<file path="config.mk">
export PLATFORM = sky130hd
export DESIGN_NAME = nfc_cmd_arbiter
export DESIGN_NICKNAME = d
export VERILOG_FILES = /design/src/rtl/nfc_cmd_arbiter.sv
export SDC_FILE = /design/constraint.sdc
export NUM_CORES = 1
export LEC_CHECK = 0
export CAP_MARGIN = 20
export CORE_MARGIN = 8
export CORE_UTILIZATION = 25
export DETAILED_ROUTE_END_ITERATION = 8
export PLACE_DENSITY = 0.59
export REMOVE_ABC_BUFFERS = 1
export SLEW_MARGIN = 20
export SYNTH_ARGS = -nofsm -noshare
export SYNTH_HDL_FRONTEND = slang
export SYNTH_SLANG_ARGS = --single-unit
export TNS_END_PERCENT = 30
</file>
<file path="constraint.sdc">
create_clock -name clk -period 3.1 [get_ports clk]
set_input_delay 0.62 -clock clk [delete_from_list [all_inputs] [get_ports clk]]
set_output_delay 0.62 -clock clk [all_outputs]
set_load 0.01 [all_outputs]
</file>
<file path="src/rtl/nfc_cmd_arbiter.sv">
// Round-robin arbiter sharing one NAND flash controller among NUM_REQ requesters.
// A watchdog aborts stalled transfers; cmd_cnt counts successful completions.
module nfc_cmd_arbiter #(
    parameter int NUM_REQ = 4,
    parameter int TIMEOUT = 4096,
    parameter int TW      = $clog2(TIMEOUT)
) (
    input  logic                   clk,
    input  logic                   rst,
    input  logic [NUM_REQ-1:0]     req,
    input  logic [33*NUM_REQ-1:0]  cmd_in,
    output logic [NUM_REQ-1:0]     gnt,
    output logic [NUM_REQ-1:0]     cpl,
    output logic                   cpl_err,
    output logic [32:0]            nfc_cmd,
    output logic                   nfc_start,
    input  logic                   nfc_done,
    output logic                   busy,
    output logic [15:0]            cmd_cnt
);
    // state | meaning
    // IDLE  | no transfer; pick next requester round-robin from rr_ptr
    // ISSUE | one-cycle start strobe to NFC and grant pulse to sel
    // WAIT  | wait for nfc_done while the watchdog counts down
    // CPL   | one-cycle completion pulse to sel, cpl_err from err_flag
    localparam int SW = (NUM_REQ > 1) ? $clog2(NUM_REQ) : 1;

    typedef enum logic [1:0] {IDLE, ISSUE, WAIT, CPL} state_t;

    state_t        state, state_nxt;
    logic [SW-1:0] rr_ptr, rr_ptr_nxt;
    logic [SW-1:0] sel, sel_nxt;
    logic [32:0]   cur_cmd, cur_cmd_nxt;
    logic [TW-1:0] timer, timer_nxt;
    logic          err_flag, err_flag_nxt;
    logic [15:0]   cnt_nxt;
    logic          found;
    logic [SW-1:0] pick;
    logic [32:0]   pick_cmd;

    always_comb begin : rr_search
        int idx;
        found = 1'b0;
        pick  = rr_ptr;
        for (int k = 0; k < NUM_REQ; k++) begin
            idx = int'(rr_ptr) + k;
            if (idx >= NUM_REQ) idx = idx - NUM_REQ;
            if (!found && req[idx]) begin
                found = 1'b1;
                pick  = SW'(idx);
            end
        end
    end

    always_comb begin
        pick_cmd = '0;
        for (int i = 0; i < NUM_REQ; i++) begin
            if (pick == SW'(i)) pick_cmd = cmd_in[33*i +: 33];
        end
    end

    always_ff @(posedge clk) begin
        if (rst) begin
            state    <= IDLE;
            rr_ptr   <= '0;
            sel      <= '0;
            cur_cmd  <= '0;
            timer    <= '0;
            err_flag <= 1'b0;
            cmd_cnt  <= '0;
        end else begin
            state    <= state_nxt;
            rr_ptr   <= rr_ptr_nxt;
            sel      <= sel_nxt;
            cur_cmd  <= cur_cmd_nxt;
            timer    <= timer_nxt;
            err_flag <= err_flag_nxt;
            cmd_cnt  <= cnt_nxt;
        end
    end

    // Watchdog is a down-counter: loaded with TIMEOUT-1 on issue, abort on reaching zero.
    always_comb begin
        state_nxt    = state;
        rr_ptr_nxt   = rr_ptr;
        sel_nxt      = sel;
        cur_cmd_nxt  = cur_cmd;
        timer_nxt    = timer;
        err_flag_nxt = err_flag;
        cnt_nxt      = cmd_cnt;
        case (state)
            IDLE: begin
                if (found) begin
                    sel_nxt     = pick;
                    cur_cmd_nxt = pick_cmd;
                    state_nxt   = ISSUE;
                end
            end
            ISSUE: begin
                rr_ptr_nxt = (sel == SW'(NUM_REQ - 1)) ? '0 : sel + 1'b1;
                timer_nxt  = TW'(TIMEOUT - 1);
                state_nxt  = WAIT;
            end
            WAIT: begin
                if (nfc_done) begin
                    err_flag_nxt = 1'b0;
                    cnt_nxt      = cmd_cnt + 16'd1;
                    state_nxt    = CPL;
                end else if (timer == '0) begin
                    err_flag_nxt = 1'b1;
                    state_nxt    = CPL;
                end else begin
                    timer_nxt = timer - 1'b1;
                end
            end
            CPL:     state_nxt = IDLE;
            default: state_nxt = IDLE;
        endcase
    end

    always_comb begin
        gnt = '0;
        cpl = '0;
        for (int i = 0; i < NUM_REQ; i++) begin
            gnt[i] = (state == ISSUE) && (sel == SW'(i));
            cpl[i] = (state == CPL) && (sel == SW'(i));
        end
    end

    assign nfc_start = (state == ISSUE);
    assign cpl_err   = (state == CPL) && err_flag;
    assign busy      = (state != IDLE);
    assign nfc_cmd   = cur_cmd;

endmodule

</file>
[Word-level counts from Yosys, hierarchy flattened]
Index checks and enable logic that the tools add are counted.
Cells by class
  add/sub/neg operators: 10
  reduce and logical (&&, ||, !) cells: 27
  mux-type cells: 38
  magnitude comparators: 8
  eq/ne operators: 13
Operator list (number)
  33-bit two-way mux: 4
  32-bit by 4-bit < comparator with 1-bit output (second input constant): 4
  32-bit two-way mux: 4
  12-bit two-way mux: 2
  12-bit one-hot mux with 2 select lines: 1
  16-bit by 1-bit adder with 16-bit output (second input constant): 1
  2-bit two-way mux: 8
  1-bit two-way mux: 14
  2-bit equality test (second input constant): 6
  1-bit logical AND: 12
  12-bit logical NOT: 1
  12-bit by 1-bit subtractor with 12-bit output (second input constant): 1
  3-bit by 3-bit subtractor with 4-bit output (second input constant): 3
  3-bit greater-or-equal comparator (second input constant): 3
  1-bit binary-select mux with 2-bit select: 4
  2-bit one-hot mux with 4 select lines: 1
  2-bit AND reduction: 4
  2-bit by 2-bit adder with 3-bit output (second input constant): 2
  2-bit by 1-bit equality test with 1-bit output (second input constant): 3
  2-bit logical NOT: 3
  2-bit != test (second input constant): 3
  2-bit nonzero test: 3
  2-bit by 3-bit subtractor with 4-bit output (second input constant): 1
  2-bit by 1-bit adder with 3-bit output (second input constant): 1
  5 further kinds: 7
Word-level totals
  input bits: 139
  word-level logic and storage cells: 103
  bits in registers: 68
  output and inout bits: 60

[Logic depth before layout (Yosys ltp)]
Gate-level depths: netlist of run 1.
  word-level depth: 20
  depth in mapped cells: 10
  depth with buffers taken out: 7

[Worst setup path before layout of run 1]
No wires, ideal clock.
  kind: flip-flop to flip-flop
  start: reg state[0]
  end: reg timer[5]
  arrival time: 1.972 ns
  setup time: 0.074 ns
  buffers on the path: 2
  period minus slack after synthesis: 2.046 ns
  data required time: 3.026 ns
  setup slack: 1.054 ns
  cell stages (with the launch flop): 10
  path through: dfxtp_1 inv_1 ha_1 buf_6 and2_4 buf_6 nor3b_4 nand3_4 or4_1 a31oi_1
On the way
  word-level cells in the longest chain between the ends: 3
  elaborated cells between the ends (all ways): 7
  classes of those cells: 4 x eq/ne; 1 x mux; 2 x reduce/logical
Ends and longest elaborated chain
  start, declared: RTL line 30  | state_t state, state_nxt;
  start signal, assigned: RTL line 72  | state <= state_nxt;
  2-bit equality test or 2-bit by 1-bit equality test with 1-bit output (tied branches): RTL line 91  | case (state)
  2-bit != test (no source line) or 2-bit nonzero test (tied branches)
  3-bit AND reduction (no source line)
  end signal, assigned: RTL line 76  | timer <= timer_nxt;
  end, declared: RTL line 34  | logic [TW-1:0] timer, timer_nxt;
Parallel ways exist; a longest one is shown, timed or not.
A chain may end at the register's enable or synchronous reset.

[Final worst setup path of run 1]
  start: reg state[1]
  end: out gnt[2]
On the way
  word-level cells in the longest chain between the ends: 2
Ends and longest elaborated chain
  2-bit by 1-bit equality test with 1-bit output: RTL line 125  | gnt[i] = (state == ISSUE) && (sel == SW'(i));
  1-bit logical AND: RTL line 125
  end, declared: RTL line 12  | output logic [NUM_REQ-1:0] gnt,
No other way between the ends.

==> flow_metrics.py, run 1 <==
metrics = {
    "status": {
        "status": "completed",
    },
    "logic_synthesis": {
        "synthXorXnorAreaFrac_pct": 5.412,
        "synth_area_leaders": "dfxtp_1 (37%), mux2i_1 (19%), o221ai_1 (7.8%), xor2_1 (4.7%), nand2_1 (4.2%)",
        "synth_edf_count": 0,
        "synth_top_area_share_pct": 36.57,
        "muxShareOfSynthArea_pct": 19.36,
        "ys_seq_area_share_pct": 36.57,
        "ys_seq_elements": 68,
        "syn_area_per_cell_sq_um": 9.376,
        "synth_top_family_by_area": "multiplexers",
        "yosys.cell_types.count": 44,
        "synthAdderAreaFrac_pct": 4.034,
        "synth_top_area_cell": "dfxtp_1",
        "async_reset_ff_share_pct": 0,
        "synthesis.area_sq_um": 3722,
        "postSynthCellCount": 397,
        "synthSimpleGateAreaFrac_pct": 18.02,
        "synth-compound-area-share_pct": 11.87,
        "synth_warnings": 0,
        "ys.flop_type": "dfxtp_1",
    },
    "die": {
        "die_w_um": 138.0,
        "rows": 44,
        "io_pins": 199,
        "fp.coreArea_sq_um": 14530,
        "die_area_sq_um": 19050,
        "initial_utilization_pct": 25.61,
        "die_h_um": 138.0,
    },
    "detailed_routing": {
        "drc_errors": 0,
        "drt_pass1_iterations": 4,
        "drt_wl_total_mm": 13.91,
        "via_per_inst": 4.751,
        "wl_per_cell_um": 17.84,
        "drt_iter0_markers": 112,
        "drt.antenna.violating_nets": 0,
        "vias": 3706,
    },
    "place": {
        "hpwlAfterDp_mm": 10.97,
        "place_area_sq_um": 5918,
        "numPortBuffers": 198,
        "globalplace.congestion": 0.7579,
        "pre_cts_slack_ps": 406.3,
    },
    "cells_and_area": {
        "drive_above_1_share_pct": 5.872,
        "diodes": 0,
        "layout_common_cells": "clkdlybuf4s50_1 (198), mux2i_1 (72), dfxtp_1 (68)",
        "final_cell_area_sq_um": 6255,
        "area_growth_pct": 68.03,
        "nets": 742,
        "layout_commonest_cell": "clkdlybuf4s50_1",
    },
    "worst_setup_path": {
        "arrival_ps": 1790,
        "r2r_start": "state[0]",
        "start_kind": "flip-flop",
        "rrSetupSlack_ps": 910,
        "r2r_cells": 7,
        "path_class": "flip-flop to output pin",
        "worst-endpoint-required_ps": 2480,
        "end_kind": "output pin",
        "timing.rr.end": "timer[5]",
        "path_max_fanout": 7,
    },
    "timing": {
        "fmax_ghz": 0.4149,
        "final_hold_viol_count": 0,
        "finalCriticalPeriod_ps": 2410,
        "fin_tns_setup_ps": 0,
        "worst_slack_ps": 689.8,
        "report.final.slew_viol_count": 0,
        "slew-limit-headroom_pct": 68.83,
        "rsz0062_at_grt": "false",
        "fin_worst_skew_ps": 4.219,
        "setup_violations": 0,
        "tightestPinTransition_ps": 461.1,
        "period_share_pct": 77.75,
    },
    "min_path": {
        "worstHoldStart": "nfc_cmd[23]",
        "hold_class": "flip-flop to flip-flop",
        "min_to": "nfc_cmd[23]",
        "whs_path_depth": 2,
    },
    "clock_network": {
        "ctsHoldBuffers": 0,
        "tritoncts": "done",
        "root_buffer": "clkbuf_16",
        "cts_buffers": 9,
        "clk_pin_slew_worst_paths_ps": 60,
        "clockBufferDepth": 2,
        "cts.sinks": 68,
        "clkLatencyLatePin_ps": 330,
        "cts_max_level": 3,
        "post_cts_buffers": 0,
        "cts_resized": 0,
    },
    "power": {
        "p_leak_uw": 0.002392,
        "power_uw": 4567,
        "p_int_uw": 2993,
        "combPwrFrac_pct": 44.9,
        "p_switching_uw": 1575,
        "p_per_area_nw_per_um2": 730.2,
        "power_switching_share_pct": 34.48,
        "pwr-share-clk_pct": 25.2,
        "seqPwrFrac_pct": 29.9,
        "ir_drop_uv": 327.9,
    },
    "grt": {
        "grt_pass1_wl_mm": 21.49,
        "grt_max_degree": 27,
        "grt_usage_pct": 14.04,
        "grt_overflow": 0,
        "grt_pass1_vias": 3827,
        "antenna_found_initial": 0,
    },
    "job": {
        "cap_viol_max_count": 0,
    },
}
==> power by group through the flow <==
stage,clock network (uW),registers (uW),logic (uW)
floorplan,0,1430,1050
global placement,0,1370,2030
detailed placement,0,1380,2080
CTS,1190,1360,2080
global route,1230,1400,2220
finish,1150,1370,2050
==> routing by layer <==
layer	share of wire (%)	wire, um	up-vias	GRT usage, %
met5	0	0	-	0
met4	1.1	158	0	4.119
met3	6.7	930	10	4.486
met2	47	6579	144	23.69
met1	45	6246	1714	16.64
li1	-	-	1838	-
==> how the worst max path moves through the flow <==
stage                  start         end  slack [ps]  cells after the start
floorplan             req[2]  nfc_cmd[0]         280                      5
detailed placement    req[3]  nfc_cmd[2]         410                      7
finish              state[1]      gnt[2]         690                      4
global placement      req[3]  nfc_cmd[2]         480                      7
global route        state[1]      gnt[1]         560                      4
CTS                 state[1]      gnt[1]         650                      4
==> state kept, by name (all words and copies together), names as in the netlist <==
register / flops
err_flag: 1
sel: 2
nfc_cmd: 33
rr_ptr: 2
state: 2
timer: 12
cmd_cnt: 16
==> final cells by class <==
class,count,area (sq um)
Tap cell,184,230.2
Multi-Input combinational cell,293,2196
Fill cell,1431,8279
Clock inverter,4,70.07
Timing Repair Buffer,210,2097
Clock buffer,12,266.5
Sequential cell,68,1361
Inverter,9,33.78
==> worst max-delay path, cell delays in order (launching register included) <==
cell,delay (ps)
dfxtp_1,330
inv_1,100
ha_1,310
and2_1,170
clkdlybuf4s50_1,540
==> synth_stat cells (2+ instances only) <==
master / number
a211oi_1: 2
a21oi_1: 11
a311oi_1: 2
a31oi_1: 2
and2_1: 11
and3_1: 4
and4_1: 4
buf_2: 5
buf_4: 3
buf_6: 3
clkbuf_1: 14
dfxtp_1: 68
ha_1: 12
inv_1: 9
mux2i_1: 72
nand2_1: 42
nand2b_1: 2
nand3_1: 4
nand4_1: 9
nor2_1: 29
nor2b_1: 3
nor3_1: 9
o21ai_0: 2
o221ai_1: 33
or4_1: 2
xnor2_1: 3
xor2_1: 20
==> cell families (layout without fill, tap and decap cells) <==
kind of cell,count (synthesis),in the layout
muxes,72,72
AOI/OAI and AO/OA,57,57
buffers and inverters,36,235
and+or+nand+nor,129,129
DFF,68,68
xor gates and xnor gates,23,23
adders and majority gates,12,12
==> per-stage QoR <==
step	util, %	cells	hold slack, ps
floorplan	-	370	420.7
global placement	40.72	764	443.2
detailed placement	40.72	764	451.3
CTS	43.04	780	465.3
global route	43.04	780	475.3
finish	43.04	780	460.8
Note: power is estimated with default switching activity, not from simulation.
==> run 2, diff against run 1 <==
==> constraint.sdc (replaced) <==
create_clock -name clk -period 2.25 [get_ports clk]
set_input_delay 0.45 -clock clk [delete_from_list [all_inputs] [get_ports clk]]
set_output_delay 0.45 -clock clk [all_outputs]
set_load 0.01 [all_outputs]
==> flow_metrics.py, run 2 (synthesis results as in run 1) <==
metrics = {
    "grt": {
        "antenna_found_initial": 0,
        "grt_pass1_vias": 3909,
        "grt_pass1_wl_mm": 22.49,
        "grt_overflow": 0,
        "grt_max_degree": 37,
        "grt_usage_pct": 14.70,
    },
    "detailed_routing": {
        "maxUsedRoutingLayer": "met4",
        "vias": 3784,
        "wl_per_cell_um": 18.16,
        "via_per_inst": 4.796,
        "drt_iter0_markers": 103,
        "route.met3.wl_mm": 1.024,
        "route.met2.wl_mm": 6.948,
        "drt_wl_total_mm": 14.33,
        "drt.antenna.violating_nets": 0,
        "drc_errors": 0,
        "drt_pass1_iterations": 6,
        "drt-met1-wl_mm": 6.168,
    },
    "clock_network": {
        "cts_buffers": 9,
        "clockBufferDepth": 2,
        "post_cts_buffers": 0,
        "tritoncts": "done",
        "cts_max_level": 3,
        "root_buffer": "clkbuf_16",
        "ctsHoldBuffers": 0,
        "clk_pin_slew_worst_paths_ps": 60,
        "cts.sinks": 68,
        "cts_resized": 1,
        "clkLatencyLatePin_ps": 340,
    },
    "cells_and_area": {
        "layout_commonest_cell": "clkdlybuf4s50_1",
        "nets": 751,
        "drive_above_1_share_pct": 7.438,
        "layout_common_cells": "clkdlybuf4s50_1 (197), mux2i_1 (72), dfxtp_1 (68)",
        "fin_util_pct": 43.79,
        "final_cell_area_sq_um": 6365,
        "largest_reg_flops": 33,
        "area_growth_pct": 70.99,
        "nFillCells": 1408,
        "diodes": 0,
    },
    "power": {
        "p_per_area_nw_per_um2": 1002,
        "p_leak_uw": 0.002457,
        "seqPwrFrac_pct": 29.8,
        "p_switching_uw": 2206,
        "p_int_uw": 4169,
        "combPwrFrac_pct": 45.9,
        "power_switching_share_pct": 34.60,
        "pwr-share-clk_pct": 24.3,
        "ir_drop_uv": 635.5,
    },
    "worst_setup_path": {
        "arrival_ps": 1690,
        "path_class": "flip-flop to output pin",
        "r2r_cells": 7,
        "end_kind": "output pin",
        "start_kind": "flip-flop",
        "worst-endpoint-required_ps": 1800,
        "path_max_fanout": 7,
    },
    "die": {
        "die_h_um": 138.0,
        "initial_utilization_pct": 25.61,
        "die_w_um": 138.0,
        "rows": 44,
        "fp.coreArea_sq_um": 14530,
        "die_area_sq_um": 19050,
        "io_pins": 199,
    },
    "place": {
        "globalplace.congestion": 0.8131,
        "hpwlAfterDp_mm": 11.45,
        "place_area_sq_um": 6023,
        "numPortBuffers": 198,
        "pre_cts_slack_ps": -195.1,
    },
    "min_path": {
        "hold_class": "flip-flop to flip-flop",
        "whs_path_depth": 2,
    },
    "timing": {
        "tightestPinTransition_ps": 460.5,
        "final_hold_viol_count": 0,
        "setup_violations": 0,
        "period_share_pct": 94.89,
        "fmax_ghz": 0.4684,
        "finalCriticalPeriod_ps": 2135,
        "slew-limit-headroom_pct": 68.87,
        "rsz0062_at_grt": "false",
        "worst_slack_ps": 114.9,
        "report.final.slew_viol_count": 0,
        "fin_worst_skew_ps": 5.575,
        "fin_tns_setup_ps": 0,
    },
    "job": {
        "cap_viol_max_count": 0,
    },
    "status": {
        "status": "completed",
    },
}
[run 2: cell types whose count changed in the layout (fill, tap and decap cells not counted), sizes merged]
cell           before  now
buf                12   21
clkbuf             12   10
clkdlybuf4s50     198  197
clkinv              2    4
dlymetal6s2s        0    1
[run 2: power groups by stage]
| stage | Clock (uW) | Combinational (uW) | Sequential [uW] |
|---|---|---|---|
| finish | 1550 | 2920 | 1900 |
| detailed placement | 0 | 2960 | 1920 |
| CTS | 1610 | 2970 | 1900 |
| floorplan | 0 | 1450 | 1970 |
| global route | 1680 | 3200 | 1950 |
| global placement | 0 | 2890 | 1900 |
[run 2: through the flow]
stage                     hold slack (ps)  std cells  power (uW)
after floorplan                     420.7        370        3414
after CTS                           464.6        789        6474
final                               462.4        789        6375
after global placement              443.5        773        4790
after detailed placement            451.0        773        4879
after global routing                480.2        789        6828
[run 2: routing by layer]
metal | GRT usage (%) | vias to the layer above
met5 | 0 | -
met4 | 4.005 | 0
met3 | 5.651 | 11
met2 | 25.34 | 145
met1 | 16.52 | 1770
li1 | - | 1858
[run 2: layout make-up]
class                           instances  area (sq um)  share of cell area (%)
Sequential cell                        68          1361                   21.39
Timing Repair Buffer                  219          2205                   34.64
Clock inverter                          6         87.58                   1.376
Inverter                                9         33.78                  0.5308
Tap cell                              184         230.2                   3.617
Clock buffer                           10         239.0                   3.755
Multi-Input combinational cell        293          2208                   34.70
[run 2: worst paths after layout]
path,from,to,slack [ps]
worst max register to register,timer[0],state[1],300
worst max-delay path,state[1],gnt[2],110
worst min-delay path,nfc_cmd[29],nfc_cmd[29],460
worst min register to register,nfc_cmd[29],nfc_cmd[29],460
[run 2: worst max-delay path: stages (launching register included)]
cell	delay (ps)
dfxtp_1	340
inv_1	150
ha_4	190
and2_1	140
clkdlybuf4s50_1	540
